$ cat config.mk
export PLATFORM = sky130hd
export DESIGN_NAME = hazard_stall_unit
export DESIGN_NICKNAME = d
export VERILOG_FILES = /design/src/rtl/hazard_stall_unit_pkg.sv /design/src/rtl/hazard_stall_unit_sram_wait_fsm.sv /design/src/rtl/hazard_stall_unit.sv
export SDC_FILE = /design/constraint.sdc
export NUM_CORES = 1
export LEC_CHECK = 0
export ABC_CLOCK_PERIOD_IN_PS = 2050
export CAP_MARGIN = 20
export CORE_AREA = 2 2 63 65
export CTS_CLUSTER_DIAMETER = 40
export DETAILED_ROUTE_END_ITERATION = 8
export DIE_AREA = 0 0 65 67
export PLACE_DENSITY_LB_ADDON = 0.05
export SLEW_MARGIN = 0
export SYNTH_ARGS = -nofsm -noshare
export SYNTH_HDL_FRONTEND = slang
export SYNTH_SLANG_ARGS = --single-unit
export TNS_END_PERCENT = 100
$ cat constraint.sdc
create_clock -name clk -period 2.05 [get_ports clk]
set_input_delay 0.3075 -clock clk [delete_from_list [all_inputs] [get_ports clk]]
set_output_delay 0.3075 -clock clk [all_outputs]
set_load 0.1 [all_outputs]
$ cat src/rtl/hazard_stall_unit_pkg.sv
// hazard_stall_unit_pkg: shared pipeline constants, SRAM wait-state encoding
// and the register-match helper used by the stall logic.
package hazard_stall_unit_pkg;
    localparam int REG_W = 5;
    localparam logic [REG_W-1:0] ZERO_REG = 5'd0;

    typedef enum logic [1:0] {
        IDLE    = 2'd0,
        WAIT    = 2'd1,
        RELEASE = 2'd2
    } sramState_t;

    // A pending write to r0 never creates a dependency.
    function automatic logic regMatch(input logic [REG_W-1:0] src, input logic [REG_W-1:0] dest,
                                      input logic wbEn);
        return wbEn && (dest != ZERO_REG) && (src == dest);
    endfunction
endpackage

$ cat src/rtl/hazard_stall_unit_sram_wait_fsm.sv
// sram_wait_fsm: freezes the pipeline for SRAM_WAIT cycles per MEM-stage access,
// then grants one release cycle so the memory instruction can advance.
module sram_wait_fsm
    import hazard_stall_unit_pkg::*;
#(
    parameter int SRAM_WAIT = 4
) (
    input  logic clk,
    input  logic rst,
    input  logic memReq,
    output logic freeze
);
    localparam int CW = (SRAM_WAIT > 1) ? $clog2(SRAM_WAIT + 1) : 1;
    localparam logic [CW-1:0] LOAD = CW'((SRAM_WAIT > 0) ? SRAM_WAIT - 1 : 0);

    sramState_t state, stateNext;
    logic [CW-1:0] cnt, cntNext;
    logic frz;

    always_ff @(posedge clk or negedge rst) begin
        if (!rst) begin
            state <= IDLE;
            cnt   <= '0;
        end else begin
            state <= stateNext;
            cnt   <= cntNext;
        end
    end

    always_comb begin
        stateNext = state;
        cntNext   = cnt;
        frz       = 1'b0;
        case (state)
            IDLE: if (memReq && (SRAM_WAIT != 0)) begin
                frz       = 1'b1;
                cntNext   = LOAD;
                stateNext = (SRAM_WAIT == 1) ? RELEASE : WAIT;
            end
            WAIT: begin
                frz       = 1'b1;
                cntNext   = cnt - CW'(1);
                stateNext = (cnt == CW'(1)) ? RELEASE : WAIT;
            end
            default: stateNext = IDLE;
        endcase
        // Freeze must drop the moment reset asserts, even with memReq high in IDLE.
        freeze = frz && rst;
    end
endmodule

$ cat src/rtl/hazard_stall_unit.sv
// hazard_stall_unit: detects RAW hazards bypassing cannot resolve, generates the
// SRAM freeze and keeps a saturating stall-cycle counter for debug.
module hazard_stall_unit
    import hazard_stall_unit_pkg::*;
#(
    parameter int SRAM_WAIT = 4,
    parameter int CNT_W     = 16
) (
    input  logic             clk,
    input  logic             rst,
    input  logic             forward_en,
    input  logic [REG_W-1:0] src1,
    input  logic [REG_W-1:0] src2,
    input  logic             two_src,
    input  logic [REG_W-1:0] exe_dest,
    input  logic             exe_wb_en,
    input  logic             exe_mem_r_en,
    input  logic [REG_W-1:0] mem_dest,
    input  logic             mem_wb_en,
    input  logic             mem_r_en,
    input  logic             mem_w_en,
    input  logic             stat_clr,
    output logic             hazard,
    output logic             freeze,
    output logic [CNT_W-1:0] stall_count
);
    logic m1e, m2e, m1m, m2m, raw;

    always_comb begin
        m1e = regMatch(src1, exe_dest, exe_wb_en);
        m2e = two_src && regMatch(src2, exe_dest, exe_wb_en);
        m1m = regMatch(src1, mem_dest, mem_wb_en);
        m2m = two_src && regMatch(src2, mem_dest, mem_wb_en);
        // With bypassing only a load in EXE cannot be forwarded in time.
        raw = forward_en ? (exe_mem_r_en && (m1e || m2e)) : (m1e || m2e || m1m || m2m);
        hazard = rst && raw && !freeze;
    end

    sram_wait_fsm #(.SRAM_WAIT(SRAM_WAIT)) uFsm (
        .clk    (clk),
        .rst    (rst),
        .memReq (mem_r_en || mem_w_en),
        .freeze (freeze)
    );

    always_ff @(posedge clk or negedge rst) begin
        if (!rst)
            stall_count <= '0;
        else if (stat_clr)
            stall_count <= '0;
        else if ((hazard || freeze) && (stall_count != '1))
            stall_count <= stall_count + CNT_W'(1);
    end
endmodule

Word-level counts from Yosys, hierarchy flattened
Index checks and enable logic that the tools add are counted.

storage, ports and cells
  register bits after elaboration = 21
  output and inout port bits = 18

cells by class
  add/subtract/negate cells = 2
  equality and inequality tests = 8
  multiplexer cells = 10
  reductions and logical operators = 25

operators by type and width
  kind                     count
  $mux W16                 2
  $eq A5 B5 Y1             4
  $add A16 B1 Y16 const B  1
  $ne A16 B16 Y1 const B   1
  $logic_and A1 B1 Y1      13
  $reduce_bool A5 Y1       2
  $pmux W3 S2              1
  $logic_or A1 B1 Y1       5
  $mux W2                  2
  $pmux W2 S2              1
  $reduce_bool A2 Y1       2
  $eq A3 B1 Y1 const B     1
  $mux W3                  1
  $sub A3 B1 Y3 const B    1
  $eq A2 B1 Y1 const B     1
  $logic_not A2 Y1         1
  $mux W1                  2
  $ne A2 B1 Y1 const B     1
  $pmux W1 S2              1
  $reduce_and A2 Y1        1
  $logic_not A1 Y1         1

Longest topological paths before layout
  word-level depth = 14
  mapped depth = 7
  gate-level depth less buffers = 7

Cells and area by module
Synthesis repeated with hierarchy kept, for this count alone.

unflattened totals
  cell total of the unflattened synthesis = 162
  area, all modules = 1,520.2 µm²

by module, submodules not included
  module             instances  cells each  area an instance (µm²)
  hazard_stall_unit  1          141         1,280.0
  sram_wait_fsm      1          21          240.2

Least setup slack after synthesis
No wires, ideal clock.

  path kind = input port to output port
  from = in exe_dest[4]
  to = out hazard
  arrival = 3.199 ns
  data required time = 1.742 ns
  path slack = -1.456 ns
  cell stages on the path = 5
  path buffers = 0
  cells stage by stage = xnor2_1 -> nand3_1 -> o22ai_1 -> a22oi_1 -> nor3b_1

on the way
  longest elaborated chain between the ends = 10
  elaborated cells between the ends (all ways) = 14
  classes of those cells = 2 x eq/ne; 1 x mux; 11 x reduce/logical

RTL lines
  element                             RTL line                     source
  from (decl)                         hazard_stall_unit.sv:15      input logic [REG_W-1:0] exe_dest,
  $reduce_bool A5 Y1                  hazard_stall_unit_pkg.sv:16  return wbEn && (dest != ZERO_REG) && (src == dest);
  $logic_and A1 B1 Y1 (2 in a row)    hazard_stall_unit_pkg.sv:16
  $logic_and A1 B1 Y1                 hazard_stall_unit.sv:31      m2e = two_src && regMatch(src2, exe_dest, exe_wb_en);
  $logic_or A1 B1 Y1 *                hazard_stall_unit.sv:35      raw = forward_en ? (exe_mem_r_en && (m1e || m2e)) : (m1e || m2e || m1m || m2m);
  $logic_or A1 B1 Y1 (2 in a row)     hazard_stall_unit.sv:35
  $mux W1 *                           hazard_stall_unit.sv:35
  $logic_and A1 B1 Y1 * (2 in a row)  hazard_stall_unit.sv:36      hazard = rst && raw && !freeze;
  to (decl)                           hazard_stall_unit.sv:23      output logic hazard,

Mark *: on every way between the ends. The rest lies on a longest branch, timed or not.

Worst setup path in the final report
  from = in forward_en
  to = out hazard

on the way
  longest elaborated chain between the ends = 3

RTL lines
  element                           RTL line                 source
  from (decl)                       hazard_stall_unit.sv:11  input logic forward_en,
  $mux W1                           hazard_stall_unit.sv:35
  $logic_and A1 B1 Y1 (2 in a row)  hazard_stall_unit.sv:36

No other way between the ends.

==> impl_results.md <==
* Met3 Use GR at roughly 3.2%
* Area post-placement at between 0.002 and 0.0025 sq mm
* Wire length per cell at roughly 15 um
* Clk_skew at 0.00711 ns
* Clk Latency, worst-skew pair at 0.26 ns
* Sw frac at roughly two fifths
* Die X at around 65 um
* Synth Warn # at 0
* Final #Nets at ~250
* Placeable Area at 0.00361 sq mm
* Final Setup Violations at 0
* Vias in the first global route at between 1000 and 1500
* Most common cell after layout, fill and taps aside: buf_4
* Met2 layer usage reported by global route at 33.9%
* Max Cap Violations at 0
* Synth Flop Type: dfrtp_1
* Starting DRT DRC Count at 42
* Leading area contributor after synthesis: dfrtp_1
* Fmax at ~500 MHz
* Tightest Hold Check Type: in -> async
* Least-Margin Pin Slew at approximately 0.40 ns
* IO buf count at 47
* Busiest grt layer: met2
* Fin crit period at 1.99 ns
* Clk root buf: clkbuf_8
* Slew Viols, Final at 0
* ANT nets after route at 0
* Clock share of power at between 10% and 20%
* EDFF count, synth at 0
* Fillers at about 330
* Die Ht at ~67 um
* Die area at around 0.0044 sq mm
* CTS tree: done
* HPWL Detailed at about 3000 um
* Seq/Total Area, Yosys at 37.2%
* Fin Hold WS at ~0.33 ns
* Outcome: completed
* Final Hold Violating Endpoints at 0
* H-tree depth at 1
* Crit path DAT at roughly 1.7 ns
* Flops & latches, synth at 21
* RD Place Congestion at about 0.81
* Worst path required time at ~1.7 ns
* DRC Markers at 0
* Most frequent cells in the layout: buf_4, xnor2_1, nor2_1
* CP Capture Type: output pin
* Bufs on Longest Clock Path at 2
* Final wirelength at a little under 4000 um
* Initial Utilization at about two fifths
* R2R depth at 7
* Post-synth top area share at between 30% and 40%
* TritonCTS buffer count at 3
* Clock-pin slew of the registers on the worst-case setup and hold paths at 0.08 ns
* Sequential share of power at 36.0%
* Mapped cell area at 0.00141 sq mm
* Netlist cell types at 36
* VDD IR-drop max at 0.455 mV
* Total congestion overflow at 0
* GRT Resource Usage Total at a little under a fifth
* Final period utilization at a little over nine tenths
* Cell area after layout at between 0.002 and 0.0025 sq mm
* CP max FO at 2
* Antenna Cells at 0
* Vias post-DR at 1357
* GR Util met1 at a little under a quarter
* Worst relative slew slack at about three quarters
* Fin Setup TNS at 0 ns
* Area Growth Syn to Fin at 57.1%
* 1st-pass router iterations at 4
* Syn Inst Count at 154
* Io pins at 48
* Initial antenna violation count at 0
* Vias per Instance at ~5
* Cell Count, Final, Fillers Out at about 270
* Comb pwr share at 45.4%
* DP Cell Count at 259
* Layout cells sized above 1 at between 30% and 40%
* Kind of critical path: in -> out
* Syn_area_per_cell at between 9 and 10 sq um
* Largest net degree at the start of global routing at 15
* Crit start category: primary input
* Switching pwr at 0.558 mW
* Power Density at around 660 mW/mm^2
* Power, Total at between 1 and 1.5 mW
* Syn nets at 187
* # rows at 22
* Asr flop ratio synth at between 90% and 100%
* CTS sink count at 21
* Synth top area cells: dfrtp_1, xnor2_1, nor2_1
* Internal power at between 0.9 and 1 mW
* First-pass GRT wire length at between 6000 and 7000 um
* Leakage at 0.956 nW
## state kept, by name, summed over array words and instances (netlist names)
signal / flops
uFsm.cnt: 3
uFsm.state: 2
stall_count: 16
## cell type report
cell class / count / area (sq um) / share of cell area [%]
Multi-Input combinational cell: 127 / 1000 / 45.1
Sequential cell: 21 / 557 / 25.1
Timing Repair Buffer: 62 / 538 / 24.3
Tap cell: 48 / 60.1 / 2.71
Clock buffer: 3 / 41.3 / 1.86
Inverter: 4 / 15.0 / 0.677
Clock inverter: 1 / 5.00 / 0.226
## worst paths after layout
path	startpoint	endpoint	slack, ns
max in group asynchronous	rst	stall_count[2]	1.15
worst min-delay path	rst	stall_count[11]	0.33
worst max register to register	stall_count[0]	stall_count[11]	0.08
worst min register to register	uFsm.state[1]	uFsm.state[1]	0.46
worst max-delay path	forward_en	hazard	0.06
min in group clk	uFsm.state[1]	uFsm.state[1]	0.46
## per-stage QoR
step | setup WS [ns] | util, %
floorplan | -0.0145 | -
global placement | -0.355 | 59.5
detailed placement | -0.396 | 59.5
CTS | 0.0212 | 61.0
global route | -0.0297 | 61.5
finish | 0.0624 | 61.5
## power groups by stage
stage	Combinational [mW]	Sequential [mW]	Clock (mW)
floorplan	0.319	0.601	0
global placement	0.644	0.528	0
detailed placement	0.662	0.535	0
CTS	0.661	0.526	0.287
global route	0.715	0.531	0.306
finish	0.662	0.525	0.272
## layer usage
metal / up-vias / part of all wire [%]
met5: - / 0
met4: 0 / 1.0
met3: 4 / 4.4
met2: 44 / 52
met1: 639 / 43
li1: 670 / -
## repair_timing
| action | 4_1_cts | 5_1_grt |
|---|---|---|
| hold buffers | 0 | 0 |
| pin swaps | 9 | 12 |
| gates resized for setup | 30 | 14 |
| endpoints found under the setup margin | 14 | 7 |
| setup buffers | 3 | 0 |
## critical path, cell delays in order
cell and delay [ns]:
clkdlybuf4s50_1 0.42, inv_2 0.07, buf_4 0.10, o311a_4 0.19
buf_6 0.09, a22oi_2 0.06, nor3b_4 0.24, buf_12 0.20
## kinds of logic (layout without fill, tap and decap cells)
family	count (synthesis)	count (layout)	share of synthesized area (%)
and+or+nand+nor	69	69	25.5
xor gates and xnor gates	32	32	19.9
AOI/OAI and AO/OA	22	22	12.3
DFF	21	21	37.2
buffers and inverters	6	70	1.59
adders and majority gates	3	3	2.66
muxes	1	1	0.798
## cell usage after synthesis (2+ instances only)
library cell and n:
and2_1 2, nand4_1 4, o21ai_0 5, inv_1 4, o21a_1 2, o22ai_1 2
a21oi_1 4, nand2_1 10, nand3_1 9, dfrtp_1 21, ha_1 3, and3_2 2
nand2b_1 3, and3_1 8, nor2_1 16, xnor2_1 30, nor3_1 9, xor2_1 2
No activity file was read; power rests on OpenSTA's default activity.
